[config.mk]
export PLATFORM = sky130hd
export DESIGN_NAME = add_share_sched
export DESIGN_NICKNAME = d
export VERILOG_FILES = /design/src/rtl/add_share_pkg.sv /design/src/rtl/add_share_ksa_level.sv /design/src/rtl/add_share_rr_arb.sv /design/src/rtl/black_cell.sv /design/src/rtl/add_share_sched.sv
export SDC_FILE = /design/constraint.sdc
export NUM_CORES = 1
export LEC_CHECK = 0
export CAP_MARGIN = 10
export CELL_PAD_IN_SITES_DETAIL_PLACEMENT = 0
export CELL_PAD_IN_SITES_GLOBAL_PLACEMENT = 1
export CORE_UTILIZATION = 43
export CTS_CLUSTER_DIAMETER = 200
export CTS_CLUSTER_SIZE = 16
export DETAILED_ROUTE_END_ITERATION = 8
export GPL_TIMING_DRIVEN = 0
export PLACE_DENSITY = 0.95
export SYNTH_ARGS = -nofsm -noshare
export SYNTH_HDL_FRONTEND = slang
export SYNTH_SLANG_ARGS = --single-unit
[constraint.sdc]
create_clock -name i_clk -period 5.1 [get_ports i_clk]
set_input_delay 0.51 -clock i_clk [delete_from_list [all_inputs] [get_ports i_clk]]
set_output_delay 0.51 -clock i_clk [all_outputs]
set_load 0.1 [all_outputs]
[src/rtl/add_share_pkg.sv]
// -----------------------------------------------------------------------------
// add_share_pkg
// Shared types and helpers for the shared Kogge-Stone adder scheduler.
//   W        : operand width, fixed at 32 by the 5-level prefix tree
//   STAGES   : pipeline depth (stage 1, stage 2, output register)
//   pg_t     : generate/propagate vectors
//   stage_t  : one pipeline stage payload
//   rr_pick  : round-robin pick (first valid after ptr, wrapping at nreq)
// -----------------------------------------------------------------------------
package add_share_pkg;

    localparam int W        = 32;
    localparam int STAGES   = 3;
    localparam int IDW_MAX  = 2;   // enough for up to 4 requesters
    localparam int NREQ_MAX = 4;

    typedef struct packed {
        logic [W-1:0] g;
        logic [W-1:0] p;
    } pg_t;

    typedef struct packed {
        logic               valid;
        logic [IDW_MAX-1:0] id;
        logic               cin;
        logic               a_msb;
        logic               b_msb;
        logic [W-1:0]       hsum;  // bitwise a ^ b', survives the prefix levels for the final XOR
        pg_t                pg;    // group (G, P) after the prefix levels done so far
    } stage_t;

    typedef struct packed {
        logic               found;
        logic [IDW_MAX-1:0] idx;
    } rr_pick_t;

    // Scan ptr+1, ptr+2, ... modulo nreq and return the first valid index.
    function automatic rr_pick_t rr_pick(input logic [NREQ_MAX-1:0] valid,
                                         input logic [IDW_MAX-1:0]  ptr,
                                         input int                  nreq);
        rr_pick_t res;
        int       cand;
        res = '0;
        for (int i = 1; i <= NREQ_MAX; i++) begin
            cand = (int'(ptr) + i) % nreq;
            if ((i <= nreq) && !res.found && valid[cand[IDW_MAX-1:0]]) begin
                res.found = 1'b1;
                res.idx   = cand[IDW_MAX-1:0];
            end
        end
        return res;
    endfunction

endpackage

[src/rtl/add_share_ksa_level.sv]
// -----------------------------------------------------------------------------
// add_share_ksa_level
// One Kogge-Stone prefix level of span SPAN. Bits below SPAN already hold
// their complete prefix down to bit 0 and pass through unchanged.
//   i_pg : group (G, P) entering the level
//   o_pg : group (G, P) leaving the level
// -----------------------------------------------------------------------------
module add_share_ksa_level
    import add_share_pkg::*;
#(
    parameter int SPAN = 1
) (
    input  pg_t i_pg,
    output pg_t o_pg
);

    logic [W-1:0] w_g;
    logic [W-1:0] w_p;

    genvar gi;
    generate
        for (gi = 0; gi < W; gi++) begin : g_bit
            if (gi >= SPAN) begin : g_cell
                black_cell u_cell (
                    .i_g_hi (i_pg.g[gi]),
                    .i_p_hi (i_pg.p[gi]),
                    .i_g_lo (i_pg.g[gi-SPAN]),
                    .i_p_lo (i_pg.p[gi-SPAN]),
                    .o_g    (w_g[gi]),
                    .o_p    (w_p[gi])
                );
            end else begin : g_pass
                assign w_g[gi] = i_pg.g[gi];
                assign w_p[gi] = i_pg.p[gi];
            end
        end
    endgenerate

    assign o_pg = '{g: w_g, p: w_p};

endmodule

[src/rtl/add_share_rr_arb.sv]
// -----------------------------------------------------------------------------
// add_share_rr_arb
// Round-robin arbiter holding the priority pointer. The requester right after
// the pointer has top priority; the pointer moves to the winner only when the
// handshake actually fires.
//   i_clk, i_rst_n : clock, asynchronous active-low reset
//   i_en           : grants may be issued this cycle
//   i_req_valid    : per-requester valid
//   o_grant        : one-hot (or zero) ready towards the requesters
//   o_grant_id     : index of the winning requester
//   o_fire         : a handshake fires this cycle
// -----------------------------------------------------------------------------
module add_share_rr_arb
    import add_share_pkg::*;
#(
    parameter int NREQ = 3
) (
    input  logic               i_clk,
    input  logic               i_rst_n,
    input  logic               i_en,
    input  logic [NREQ-1:0]    i_req_valid,
    output logic [NREQ-1:0]    o_grant,
    output logic [IDW_MAX-1:0] o_grant_id,
    output logic               o_fire
);

    logic [IDW_MAX-1:0]  r_ptr;
    logic [NREQ_MAX-1:0] w_valid_ext;
    rr_pick_t            w_pick;

    always_comb begin
        w_valid_ext             = '0;
        w_valid_ext[NREQ-1:0]   = i_req_valid;
        w_pick                  = rr_pick(w_valid_ext, r_ptr, NREQ);
    end

    genvar gi;
    generate
        for (gi = 0; gi < NREQ; gi++) begin : g_grant
            assign o_grant[gi] = i_en && w_pick.found && (w_pick.idx == IDW_MAX'(gi));
        end
    endgenerate

    assign o_grant_id = w_pick.idx;
    assign o_fire     = i_en && w_pick.found;

    // Reset value NREQ-1 makes requester 0 the first in line.
    always_ff @(posedge i_clk or negedge i_rst_n) begin
        if (!i_rst_n) begin
            r_ptr <= IDW_MAX'(NREQ - 1);
        end else if (o_fire) begin
            r_ptr <= w_pick.idx;
        end
    end

endmodule

[src/rtl/black_cell.sv]
// -----------------------------------------------------------------------------
// black_cell
// Prefix operator: combines the upper group (Gik, Pik) with the lower group
// (Gkj, Pkj) into (Gij, Pij).
//   i_g_hi, i_p_hi : upper group generate / propagate
//   i_g_lo, i_p_lo : lower group generate / propagate
//   o_g, o_p       : combined group generate / propagate
// -----------------------------------------------------------------------------
module black_cell (
    input  logic i_g_hi,
    input  logic i_p_hi,
    input  logic i_g_lo,
    input  logic i_p_lo,
    output logic o_g,
    output logic o_p
);

    assign o_g = i_g_hi | (i_p_hi & i_g_lo);
    assign o_p = i_p_hi & i_p_lo;

endmodule

[src/rtl/add_share_sched.sv]
// -----------------------------------------------------------------------------
// add_share_sched
// Shares one 3-stage pipelined 32-bit Kogge-Stone adder among NREQ requesters.
// Stage 1 registers bitwise g/p, stage 2 registers prefix spans 1/2/4, the
// output register holds the result after spans 8/16 and the carry-in fold.
//   i_clk, i_rst_n  : clock, asynchronous active-low reset
//   i_flush         : kill everything in flight, no accept this cycle
//   i_req_valid     : per-requester valid
//   o_req_ready     : per-requester accept (one-hot or zero)
//   i_req_a/_b      : operands, requester k at [k*W +: W]
//   i_req_sub       : 1 = A-B, 0 = A+B
//   o_rsp_valid     : result valid, i_rsp_ready accepts it
//   o_rsp_id/_sum/_cout/_ovf : requester id, sum, carry out, signed overflow
//   o_inflight      : number of valid pipeline stages
// -----------------------------------------------------------------------------
module add_share_sched #(
    parameter int NREQ = 3,
    parameter int W    = 32,   // only 32 is supported by the prefix tree
    parameter int IDW  = 2
) (
    input  logic              i_clk,
    input  logic              i_rst_n,
    input  logic              i_flush,
    input  logic [NREQ-1:0]   i_req_valid,
    output logic [NREQ-1:0]   o_req_ready,
    input  logic [NREQ*W-1:0] i_req_a,
    input  logic [NREQ*W-1:0] i_req_b,
    input  logic [NREQ-1:0]   i_req_sub,
    output logic              o_rsp_valid,
    input  logic              i_rsp_ready,
    output logic [IDW-1:0]    o_rsp_id,
    output logic [W-1:0]      o_rsp_sum,
    output logic              o_rsp_cout,
    output logic              o_rsp_ovf,
    output logic [1:0]        o_inflight
);

    import add_share_pkg::*;

    localparam int CNTW = $clog2(STAGES + 1);

    // ------------------------------------------------------------------ arbitration
    logic                w_adv;
    logic                w_en;
    logic                w_fire;
    logic [NREQ-1:0]     w_grant;
    logic [IDW_MAX-1:0]  w_grant_id;

    // Whole pipeline advances unless a valid result is being refused.
    assign w_adv = !(o_rsp_valid && !i_rsp_ready);
    // Reset is included so no ready is shown while the block is held in reset.
    assign w_en  = w_adv && !i_flush && i_rst_n;

    add_share_rr_arb #(
        .NREQ (NREQ)
    ) u_arb (
        .i_clk       (i_clk),
        .i_rst_n     (i_rst_n),
        .i_en        (w_en),
        .i_req_valid (i_req_valid),
        .o_grant     (w_grant),
        .o_grant_id  (w_grant_id),
        .o_fire      (w_fire)
    );

    assign o_req_ready = w_grant;

    // ------------------------------------------------------------------ stage 1 input
    logic [W-1:0] w_a;
    logic [W-1:0] w_b;
    logic [W-1:0] w_bp;
    logic         w_sub;
    stage_t       w_s1_next;

    // One-hot AND-OR select; the data is only meaningful when w_fire is set.
    always_comb begin
        w_a   = '0;
        w_b   = '0;
        w_sub = 1'b0;
        for (int k = 0; k < NREQ; k++) begin
            if (w_grant[k]) begin
                w_a   = i_req_a[k*W +: W];
                w_b   = i_req_b[k*W +: W];
                w_sub = i_req_sub[k];
            end
        end
    end

    assign w_bp = w_sub ? ~w_b : w_b;

    always_comb begin
        w_s1_next       = '0;
        w_s1_next.valid = w_fire;
        w_s1_next.id    = w_grant_id;
        w_s1_next.cin   = w_sub;
        w_s1_next.a_msb = w_a[W-1];
        w_s1_next.b_msb = w_bp[W-1];
        w_s1_next.hsum  = w_a ^ w_bp;
        w_s1_next.pg.p  = w_a ^ w_bp;
        w_s1_next.pg.g  = w_a & w_bp;
    end

    // ------------------------------------------------------------------ stage 2: spans 1, 2, 4
    stage_t r_s1;
    stage_t w_s2_next;
    pg_t    w_pg1;
    pg_t    w_pg2;
    pg_t    w_pg3;

    add_share_ksa_level #(.SPAN(1)) u_lvl1 (.i_pg(r_s1.pg), .o_pg(w_pg1));
    add_share_ksa_level #(.SPAN(2)) u_lvl2 (.i_pg(w_pg1),   .o_pg(w_pg2));
    add_share_ksa_level #(.SPAN(4)) u_lvl3 (.i_pg(w_pg2),   .o_pg(w_pg3));

    always_comb begin
        w_s2_next    = r_s1;
        w_s2_next.pg = w_pg3;
    end

    // ------------------------------------------------------------------ stage 3: spans 8, 16, cin, sum
    stage_t       r_s2;
    pg_t          w_pg4;
    pg_t          w_pg5;
    logic [W-1:0] w_carry;
    logic [W-1:0] w_sum;
    logic         w_ovf;

    add_share_ksa_level #(.SPAN(8))  u_lvl4 (.i_pg(r_s2.pg), .o_pg(w_pg4));
    add_share_ksa_level #(.SPAN(16)) u_lvl5 (.i_pg(w_pg4),   .o_pg(w_pg5));

    // After level 5 every bit holds its prefix down to bit 0; cin acts as g[-1].
    genvar gi;
    generate
        for (gi = 0; gi < W; gi++) begin : g_carry
            assign w_carry[gi] = w_pg5.g[gi] | (w_pg5.p[gi] & r_s2.cin);
        end
    endgenerate

    assign w_sum = r_s2.hsum ^ {w_carry[W-2:0], r_s2.cin};
    assign w_ovf = (r_s2.a_msb == r_s2.b_msb) && (w_sum[W-1] != r_s2.a_msb);

    // ------------------------------------------------------------------ registers
    logic            r_out_valid;
    logic [IDW-1:0]  r_out_id;
    logic [W-1:0]    r_out_sum;
    logic            r_out_cout;
    logic            r_out_ovf;
    logic [CNTW-1:0] r_inflight;
    logic            w_v1_next;
    logic            w_v2_next;
    logic            w_v3_next;

    // Valid bits as they will be after this edge, so the count is never stale.
    assign w_v1_next = i_flush ? 1'b0 : (w_adv ? w_fire       : r_s1.valid);
    assign w_v2_next = i_flush ? 1'b0 : (w_adv ? r_s1.valid   : r_s2.valid);
    assign w_v3_next = i_flush ? 1'b0 : (w_adv ? r_s2.valid   : r_out_valid);

    always_ff @(posedge i_clk or negedge i_rst_n) begin
        if (!i_rst_n) begin
            r_s1        <= '0;
            r_s2        <= '0;
            r_out_valid <= 1'b0;
            r_out_id    <= '0;
            r_out_sum   <= '0;
            r_out_cout  <= 1'b0;
            r_out_ovf   <= 1'b0;
            r_inflight  <= '0;
        end else begin
            r_inflight <= CNTW'({1'b0, w_v1_next}) + CNTW'({1'b0, w_v2_next})
                        + CNTW'({1'b0, w_v3_next});
            if (i_flush) begin
                r_s1.valid  <= 1'b0;
                r_s2.valid  <= 1'b0;
                r_out_valid <= 1'b0;
            end else if (w_adv) begin
                r_s1        <= w_s1_next;
                r_s2        <= w_s2_next;
                r_out_valid <= r_s2.valid;
                r_out_id    <= r_s2.id[IDW-1:0];
                r_out_sum   <= w_sum;
                r_out_cout  <= w_carry[W-1];
                r_out_ovf   <= w_ovf;
            end
        end
    end

    assign o_rsp_valid = r_out_valid;
    assign o_rsp_id    = r_out_id;
    assign o_rsp_sum   = r_out_sum;
    assign o_rsp_cout  = r_out_cout;
    assign o_rsp_ovf   = r_out_ovf;
    assign o_inflight  = r_inflight;

endmodule

# Word level (Yosys, flattened, before mapping)
# Index checks and enable logic that the tools add are counted.
# totals
regBits,213
latchBits,0
ram_bits,0
rom_bits,0
input_bits,202
wordCells,541
n_memories,0
# op_classes
n_addsub,5
multipliers,0
div,3
magnitude_cmp,3
eq_ne,5
shifts,0
muxes,29
bitwise_logic,457
reduce_logical,17
# ops
operator,n
$and A1 B1 Y1,290
$mux W32,7
$mux W102,2
$or A1 B1 Y1,161
$mod A32 B3 Y32 const B,3
$xor A32 B32 Y32,2
$and A32 B32 Y32,1
$not A32 Y32,1
$mux W1,14
$logic_and A1 B1 Y1,10
$lt A2 B3 Y1 const B,3
$mux W3,3
$add A2 B2 Y3 const B,2
$bmux W1 S2,3
$logic_not A1 Y1,5
$add A2 B1 Y3 const B,1
$add A1 B1 Y2,1
$add A2 B1 Y2,1
$eq A2 B1 Y1 const B,1
$eq A2 B2 Y1 const B,1
$logic_not A2 Y1,1
$ne A2 B2 Y1 const B,1
$not A1 Y1,2
$reduce_and A2 Y1,1
other kinds (2),2

# Depth between registers and ports, before layout
# Gate-level depths: netlist of the first run.
# depth
word_depth,21
mapped_depth,15

# Cells and area by module
# From an unflattened synthesis of the first run, not the netlist that was laid out.
# hier_totals
hier_cells,1573
area_unflattened_um2,12933.7
# by_module_without_submodules
mod,instances,cells_per_inst,area_each_um2,seq_area_each_um2
add_share_sched,1,1215,10216.0,5280.1
black_cell,129,2,15.0,0.0
add_share_rr_arb,1,38,315.3,51.3
add_share_ksa_level at u_lvl5,1,32,240.2,0.0
add_share_ksa_level at u_lvl4,1,16,120.1,0.0
add_share_ksa_level at u_lvl3,1,8,60.1,0.0
add_share_ksa_level at u_lvl2,1,4,30.0,0.0
add_share_ksa_level at u_lvl1,1,2,15.0,0.0

# Least setup slack after synthesis of the first run
# Ideal clock, no wire load.
# synth_timing
kind,register to output
start,register u_arb.r_ptr[1]
end,output o_req_ready[1]
arrival_ns,3.757
required_time_ns,4.590
slack_ns,0.833
path_stages_with_launch,12
path_cell_list,dfstp_2 inv_1 ha_1 a22o_1 or4_1 clkbuf_1 and3_1 buf_6 buf_6 buf_2 buf_1 nor2_1
# synth_via
elab_chain_len,13
word_cells_on_any_way,22
# synth_rtl
item,line,text
start: declaration,add_share_rr_arb.sv:27,logic [IDW_MAX-1:0] r_ptr;
start signal: assignment,add_share_rr_arb.sv:50,r_ptr <= IDW_MAX'(NREQ - 1);
start signal: assignment,add_share_rr_arb.sv:52,r_ptr <= w_pick.idx;
$add A2 B1 Y3,add_share_pkg.sv:45,cand = (int'(ptr) + i) % nreq;
$mod A32 B3 Y32,add_share_pkg.sv:45,
$bmux W1 S2,add_share_pkg.sv:46,if ((i <= nreq) && !res.found && valid[cand[IDW_MAX-1:0]]) begin
$mux W1 (implied by the code),add_share_pkg.sv:46,
$mux W3,add_share_pkg.sv:46,
$logic_not A1 Y1,add_share_pkg.sv:46,
$logic_and A1 B1 Y1,add_share_pkg.sv:46,
$mux W3,add_share_pkg.sv:46,
$logic_not A1 Y1,add_share_pkg.sv:46,
$logic_and A1 B1 Y1,add_share_pkg.sv:46,
$mux W3 *,add_share_pkg.sv:46,
$eq A2 B1 Y1 / $logic_and A1 B1 Y1 (equally long branches),add_share_rr_arb.sv:40,assign o_grant[gi] = i_en && w_pick.found && (w_pick.idx == IDW_MAX'(gi));
$logic_and A1 B1 Y1 *,add_share_rr_arb.sv:40,
end: declaration,add_share_sched.sv:25,"output logic [NREQ-1:0] o_req_ready,"
# Every way passes the cells marked *; elsewhere a longest branch is shown, timed or not. The select of a mux whose other input is x is not followed.

# Worst setup path in the final report of the first run
# Ends and elaborated chain as after synthesis.

==> metrics.csv, run 1 <==
metric,value,unit
Die Area,30900,um2
CP Capture Point,o_req_ready[1],
PnR worst setup slack,182,ps
Pwr per Cell Area,496,nW/um2
share of layout cells above drive strength 1,0.0416,
Clock Tree Root,clkbuf_16,
hold slack,62.1,ps
post-synth top area cell,dfrtp_1,
"most common cell after layout, fill and taps aside",nand2_1,
syn nets,1799,
Crit. End Element,output port,
R2R Setup Slk,560,ps
leakage power,7.32,nW
number of global-route vias before repair,12300,
Post-synth EDFFs,0,
Buffers on Ports,242,
crit path max fanout,10,
WP depth,12,
WP buf/inv,7,
pre-CTS worst setup slack,-71.4,ps
num rows,63,
fin util,0.552,
clk sinks,212,
num ports,244,
Synth area leaders,"dfrtp_1 (41%), nand2_1 (14%), a2111oi_4 (5.5%)",
status,"finished, final reports clean",
critical path launch point type,flop,
highest-count cells in the layout ignoring fill and taps,"nand2_1 (499), clkdlybuf4s50_1 (238), dfrtp_1 (211)",
#FFs+latches synth,212,
Slew @ Worst Pin,1170,ps
Mean Syn Cell Area,8.33,um2
sequential cell area,5310,um2
CTS tree,yes,
Rel. slew slack,0.221,
R2R depth,12,
DR pass1 iterations,5,
Async SR Flop Fraction,1.00,
# Max-Cap Violations,0,
Core Area,29700,um2
Worst path max stage delay,870,ps
fmax,203,MHz
clock slew at reported path FFs,80,ps
global-route wire length before repair,68200,um
Antenna Nets Post-Route,0,
GP Congestion,0.960,
Required @ worst endpoint,4590,ps
ANT cells,0,
DRC Markers,0,
Setup TNS,0,ps
maximum VDD drop,206,uV
Skew-Pair Late Insertion Delay,490,ps
Worst EP arrival,4410,ps
Worst Skew,21.8,ps
drt wl/cell,19.7,um
R2R Path Start,u_arb.r_ptr[1],
reg2reg end,r_s1[0],
post-DP HPWL,34700,um
Setup-failing EPs final,0,
Starting Density,0.437,
cells along the critical path,inv_1 -> ha_1 -> a22o_1 -> or4_1 -> clkbuf_1 -> and3_1 -> buf_6 -> buf_6 -> buf_2 -> buf_1 -> nor2_1 -> dlygate4sd2_1,
RSZ-0062 raised after global routing,no,
filler cell count,2788,
H-tree Lvls,1,
CP Launch Point,u_arb.r_ptr[1],
ys flop type,dfrtp_1,
Die Ht,176,um
Max Slew Vio Count,0,
"Seq/Total Area, Yosys",0.408,
Num CTS Buffers,17,
Synth-to-Final Area Change,26.2,%
Synth Instances,1559,
Syn Std Cell Area,13000,um2
min Tclk post-route,4920,ps
initial antenna violation count,0,
"most used cell, CP",buf_6,
Crit Path Class,flop to output port,
Final period util,0.964,
Max clock buf depth,3,
Via density,5.70,
"CP delay by family, top",buffers and inverters,
Worst path slowest cell,dlygate4sd2_1,
largest net degree at the start of global routing,114,
via count,12600,
yosys warns,0,
DRT Wirelength,43600,um
Final Hold Viols,0,
die width,176,um
area of the multi-input gates,7090,um2
worst hold path class,input port to async pin,
Synth top area share,0.406,
DRT iter0 DRCs,1103,
Synth cell types,64,
fin nets,2062,
Total GRT Usage,0.283,
cts hold-fix bufs,0,
"Remaining Overflow, GRT",0,
where the power goes:
group | internal, mW | switching (mW)
Combinational | 1.35 | 3.12
Clock | 0.614 | 0.596
Sequential | 2.13 | 0.328
Total | 4.10 | 4.05
flip-flops by register name (all words and copies together), names as in the netlist:
register and count:
o_inflight 2, o_rsp_cout 1, o_rsp_id 2, o_rsp_ovf 1, o_rsp_sum 32, o_rsp_valid 1, r_s1 70, r_s2 101
u_arb.r_ptr 2
per-stage QoR:
stage,std cells,power [mW],area [um2]
after floorplan,1559,5.59,13000
after detailed placement,2193,6.92,15900
final,2216,8.14,16400
after CTS,2216,8.14,16400
after global placement,2191,6.84,15900
after global routing,2216,8.60,16400
routing by layer:
metal	vias up	wire length, um	GRT usage
li1	5988	-	-
met5	-	0	0
met3	67	3310	0.0310
met2	553	20600	0.472
met1	6019	18700	0.388
met4	0	1070	0.0790
final cells by class:
class / instances / share of cell area
well taps: 390 / 0.0297
multi-input cells: 1199 / 0.432
clock buffers: 22 / 0.0271
repair buffers: 244 / 0.150
inverters: 19 / 0.00435
flip-flops and latches: 212 / 0.323
clock inverters: 1 / 0.000992
plain buffers: 129 / 0.0323
what timing repair did:
action                     in CTS  in global routing
setup buffers                   0                  0
setup endpoints to repair       2                  1
resized for setup               4                  1
cells by family after synthesis:
kind of cell	synth area share
AND/OR/NAND/NOR	0.219
AO/OA/AOI/OAI	0.267
flip-flops	0.408
buffers and inverters	0.0462
adder cells (fa/ha/maj)	0.0372
XOR/XNOR	0.0209
multiplexers	0.00164
cells in the mapped netlist, drive strengths merged, types with 3 or more instances:
| master | count |
|---|---|
| a2111oi | 32 |
| a211oi | 31 |
| a21boi | 31 |
| a21o | 44 |
| a21oi | 84 |
| a22o | 8 |
| a22oi | 4 |
| a311oi | 31 |
| a31oi | 35 |
| a32o | 4 |
| and2 | 3 |
| and3 | 4 |
| buf | 23 |
| clkbuf | 106 |
| dfrtp | 211 |
| ha | 37 |
| inv | 19 |
| nand2 | 499 |
| nand2b | 7 |
| nand3 | 8 |
| nand3b | 5 |
| nand4 | 13 |
| nor2 | 95 |
| nor2b | 6 |
| nor3 | 12 |
| nor4 | 30 |
| o211ai | 8 |
| o21a | 7 |
| o21ai | 77 |
| o21bai | 12 |
| o311a | 3 |
| o31ai | 10 |
| xnor2 | 22 |
| xor2 | 9 |
worst min-delay path by stage:
stage	from	end	slack, ps	cells past startpoint
4_1_cts	i_rst_n	r_s2[91]	90	1
3_3_place_gp	r_s1[99]	r_s2[99]	450	2
2_1_floorplan	i_rst_n	o_inflight[0]	210	0
3_5_place_dp	o_rsp_cout	o_rsp_cout	460	2
6_report	i_rst_n	o_rsp_sum[30]	60	1
5_1_grt	i_rst_n	o_rsp_sum[30]	130	1
No activity file was read; power rests on OpenSTA's default activity.
==> run 2: changes to the inputs <==
==> constraint.sdc (replaced) <==
create_clock -name i_clk -period 5.1 [get_ports i_clk]
set_input_delay 0.765 -clock i_clk [delete_from_list [all_inputs] [get_ports i_clk]]
set_output_delay 0.765 -clock i_clk [all_outputs]
set_load 0.1 [all_outputs]
==> run 2 against run 1 <==
  * Combinational power hardly changed
  * Core utilization about the same
  * Die area did not move
  * Global-route usage barely moved
  * Register-to-register slack improved by 230 ps
  * Critical path type unchanged
  * Highest routed layer unchanged
==> metrics.csv, run 2 (synthesis gave the netlist of run 1 again) <==
metric,value,unit
status,"finished, final reports clean",
Setup-failing EPs final,0,
Final period util,0.961,
Largest register FFs,101,
Top reg by flops,r_s2,
crit path max fanout,10,
Slew @ Worst Pin,1200,ps
Die Ht,176,um
Tot Pwr,8.15,mW
Die Area,30900,um2
num rows,63,
leakage power,7.31,nW
die width,176,um
Rel. slew slack,0.189,
"Remaining Overflow, GRT",0,
largest net degree at the start of global routing,114,
DR pass1 iterations,5,
DRT iter0 DRCs,1095,
Starting Density,0.437,
Worst EP arrival,4130,ps
Core Area,29700,um2
Crit Path Class,flop to output port,
R2R Path Start,u_arb.r_ptr[1],
GP Congestion,0.960,
Via density,5.71,
# Max-Cap Violations,0,
via count,12700,
Max clock buf depth,3,
Worst Skew,23.9,ps
H-tree Lvls,1,
Pwr per Cell Area,496,nW/um2
share of layout cells above drive strength 1,0.0433,
Total GRT Usage,0.283,
filler cell count,2783,
global-route wire length before repair,68200,um
fmax,204,MHz
clk sinks,212,
critical path launch point type,flop,
post-DP HPWL,34700,um
Final Hold Viols,0,
maximum VDD drop,207,uV
R2R depth,12,
min Tclk post-route,4900,ps
DRT Wirelength,43600,um
Synth-to-Final Area Change,26.3,%
fin nets,2062,
Num CTS Buffers,17,
reg2reg end,r_s1[0],
Max Slew Vio Count,0,
fin util,0.552,
Skew-Pair Late Insertion Delay,500,ps
Antenna Nets Post-Route,0,
Required @ worst endpoint,4340,ps
RSZ-0062 raised after global routing,no,
highest-count cells in the layout ignoring fill and taps,"nand2_1 (499), clkdlybuf4s50_1 (238), dfrtp_1 (211)",
worst hold path class,input port to async pin,
drt wl/cell,19.7,um
"most common cell after layout, fill and taps aside",nand2_1,
Crit. End Element,output port,
CTS tree,yes,
DRC Markers,0,
R2R Setup Slk,790,ps
Buffers on Ports,242,
number of global-route vias before repair,12300,
clock slew at reported path FFs,80,ps
num ports,244,
initial antenna violation count,0,
Clock Tree Root,clkbuf_16,
ANT cells,0,
## run 2: cell count changes in the layout (fill, tap and decap cells not counted)
cell,before,now
o31ai_4,0,1
nor4b_2,0,1
o31ai_2,1,0
clkdlybuf4s15_2,1,2
dlygate4sd2_1,1,0
clkbuf_2,2,3
nor4b_1,1,0
dlymetal6s2s_1,1,0
## run 2: layout make-up
| cell class | instances | area, um2 | area share |
|---|---|---|---|
| Multi-Input combinational cell | 1199 | 7100 | 0.433 |
| Sequential cell | 212 | 5310 | 0.323 |
| Timing Repair Buffer | 244 | 2460 | 0.150 |
| Buffer | 129 | 529 | 0.0322 |
| Tap cell | 390 | 488 | 0.0297 |
| Clock buffer | 22 | 444 | 0.0271 |
| Inverter | 19 | 71.3 | 0.00434 |
| Clock inverter | 1 | 16.3 | 0.000991 |
## run 2: power breakdown
| group | leakage (nW) | switching (mW) | internal, mW |
|---|---|---|---|
| Sequential | 2.82 | 0.328 | 2.13 |
| Combinational | 4.27 | 3.12 | 1.36 |
| Clock | 0.222 | 0.598 | 0.614 |
| Total | 7.31 | 4.05 | 4.10 |
## run 2: routing by layer
metal | global-route usage | routed length, um | up-vias
met5 | 0 | 0 | -
met4 | 0.0815 | 1090 | 0
met3 | 0.0310 | 3180 | 69
met2 | 0.472 | 20600 | 567
met1 | 0.387 | 18800 | 6049
li1 | - | - | 5978
## run 2: how the worst max path moves through the flow
stage | cells past startpoint | start | slack, ps | endpoint
3_5_place_dp | 9 | i_req_valid[1] | -580 | o_req_ready[2]
5_1_grt | 12 | u_arb.r_ptr[1] | 40 | o_req_ready[1]
4_1_cts | 8 | u_arb.r_ptr[1] | 50 | o_req_ready[0]
2_1_floorplan | 11 | u_arb.r_ptr[1] | 580 | o_req_ready[1]
6_report | 12 | u_arb.r_ptr[1] | 200 | o_req_ready[1]
3_3_place_gp | 10 | i_rst_n | -7310 | r_s1[26]
## run 2: critical path, stage by stage, from the launching register on
cell	delay [ps]
dfstp_2	550
inv_1	70
ha_1	290
a22o_1	270
or4_1	540
clkbuf_1	190
and3_1	220
buf_6	150
buf_6	170
buf_2	210
buf_1	260
nor2_1	150
clkdlybuf4s15_2	570
## run 2: timing repair
action | in CTS | in global routing
endpoints found under the setup margin | 3 | 2
hold endpoints to repair | 0 | 0
hold buffers | 0 | 0
gates resized for setup | 8 | 3
setup buffers | 0 | 0
## run 2: per-stage QoR
stage	cell area [um2]	setup WS (ps)	hold WS [ps]	std cells	setup TNS (ps)
2_1_floorplan	13000	578	439	1559	0
4_1_cts	16400	53.0	346	2216	0
3_3_place_gp	15900	-7310	447	2191	-1680330
3_5_place_dp	15900	-581	459	2193	-894
6_report	16400	201	317	2216	0
5_1_grt	16400	43.6	383	2216	0
==> run 3: changes to the inputs <==
- PLACE_DENSITY: 0.95 -> 0.94
==> run 3 against run 2 <==
  * Routed wire length is 1.4% lower
  * Clock power hardly changed
  * Power hardly changed
  * Die area stayed put
  * Setup slack worse by 57 ps
  * Sequential share of layout area hardly changed
  * Global-route usage is 0.068 points lower
  * Core utilization hardly changed
  * Critical endpoint unchanged
  * Largest cell class unchanged
==> metrics.csv, run 3 (synthesis gave the netlist of run 1 again) <==
metric,value,unit
num rows,63,
Antenna Nets Post-Route,0,
reg2reg end,r_s1[0],
number of global-route vias before repair,12200,
Total GRT Usage,0.282,
Final Hold Viols,0,
post-DP HPWL,34400,um
DRT Wirelength,43000,um
placed cells,2193,
R2R Path Start,u_arb.r_ptr[1],
Crit Path Class,input port to output port,
"Remaining Overflow, GRT",0,
num ports,244,
worst hold path class,input port to async pin,
Crit. End Element,output port,
ANT cells,0,
Rel. slew slack,0.206,
CTS tree,yes,
CP Launch Point,i_req_valid[1],
Die Ht,176,um
Buffers on Ports,242,
GP Congestion,0.910,
fin nets,2062,
Worst path slowest cell,clkdlybuf4s50_1,
largest net degree at the start of global routing,117,
maximum VDD drop,213,uV
Setup TNS,0,ps
R2R depth,12,
Max Slew Vio Count,0,
RSZ-0062 raised after global routing,no,
H-tree Lvls,1,
critical path launch point type,input port,
Worst Skew,16.2,ps
drt wl/cell,19.4,um
initial antenna violation count,0,
global-route wire length before repair,67900,um
Core Area,29700,um2
Final period util,0.972,
highest-count cells in the layout ignoring fill and taps,"nand2_1 (499), clkdlybuf4s50_1 (238), dfrtp_1 (211)",
clk sinks,212,
Worst path max stage delay,570,ps
Die Area,30900,um2
min Tclk post-route,4960,ps
cts hold-fix bufs,0,
via count,12500,
Non-Filler Instances,2216,
pre-CTS worst setup slack,-599,ps
Required @ worst endpoint,4340,ps
"most used cell, CP",buf_6,
R2R Setup Slk,580,ps
DR pass1 iterations,8,
# Max-Cap Violations,0,
Top reg by flops,r_s2,
crit path max fanout,10,
Clock Tree Root,clkbuf_16,
Pwr per Cell Area,496,nW/um2
post-CTS setup buffers,0,
Slew @ Worst Pin,1190,ps
fmax,202,MHz
share of layout cells above drive strength 1,0.0433,
cells along the critical path,clkdlybuf4s50_1 -> a22o_1 -> or4_1 -> clkbuf_1 -> and3_1 -> buf_6 -> buf_6 -> buf_2 -> buf_1 -> nor2_1 -> clkdlybuf4s15_2,
Setup-failing EPs final,0,
Post-CTS Resized,10,
Starting Density,0.437,
Via density,5.64,
die width,176,um
DRT iter0 DRCs,999,
DRC Markers,0,
Synth-to-Final Area Change,26.4,%
clock slew at reported path FFs,70,ps
Max clock buf depth,3,
Worst EP arrival,4190,ps
hold slack,283,ps
Num CTS Buffers,17,
Skew-Pair Late Insertion Delay,480,ps
"most common cell after layout, fill and taps aside",nand2_1,
status,"finished, final reports clean",
leakage power,7.31,nW
Largest register FFs,101,
PnR worst setup slack,144,ps
==> run 3: worst max-delay path by stage <==
stage / endpoint / cells after the start / slack (ps)
CTS: o_req_ready[1] / 11 / 50
floorplan: o_req_ready[1] / 11 / 580
global route: o_req_ready[1] / 12 / 7
detailed placement: o_req_ready[2] / 9 / -600
global placement: r_s1[24] / 10 / -7410
finish: o_req_ready[1] / 11 / 140
==> run 3: area by class of cell <==
class	instances	area [um2]
Multi-Input combinational cell	1199	7100
Clock buffer	22	444
Buffer	129	529
Clock inverter	1	16.3
Fill cell	2753	13300
Timing Repair Buffer	244	2460
Inverter	19	71.3
Sequential cell	212	5310
Tap cell	390	488
==> run 3: routing by layer <==
metal,vias to the layer above,routed length [um],share of wire,track usage
li1,5973,-,-,-
met1,5898,18600,0.43,0.379
met2,540,19700,0.46,0.459
met3,80,3220,0.075,0.0455
met4,0,1460,0.034,0.100
met5,-,0,0,0
==> run 3: power breakdown <==
part | internal [mW] | switching, mW | total [mW]
Combinational | 1.36 | 3.13 | 4.49
Sequential | 2.13 | 0.321 | 2.45
Clock | 0.613 | 0.590 | 1.20
Total | 4.10 | 4.04 | 8.14
==> run 3: per-stage QoR <==
step / power, mW / util / instance area [um2]
global route: 8.61 / 0.553 / 16400
global placement: 6.86 / 0.535 / 15900
floorplan: 5.59 / - / 13000
CTS: 8.12 / 0.552 / 16400
detailed placement: 6.92 / 0.536 / 15900
finish: 8.14 / 0.553 / 16400
==> run 3: worst max-delay path, delay by kind of cell <==
family / cells / cell delay, ps
buffers and inverters: 7 / 2160
AND/OR/NAND/NOR: 3 / 920
AO/OA/AOI/OAI: 1 / 340
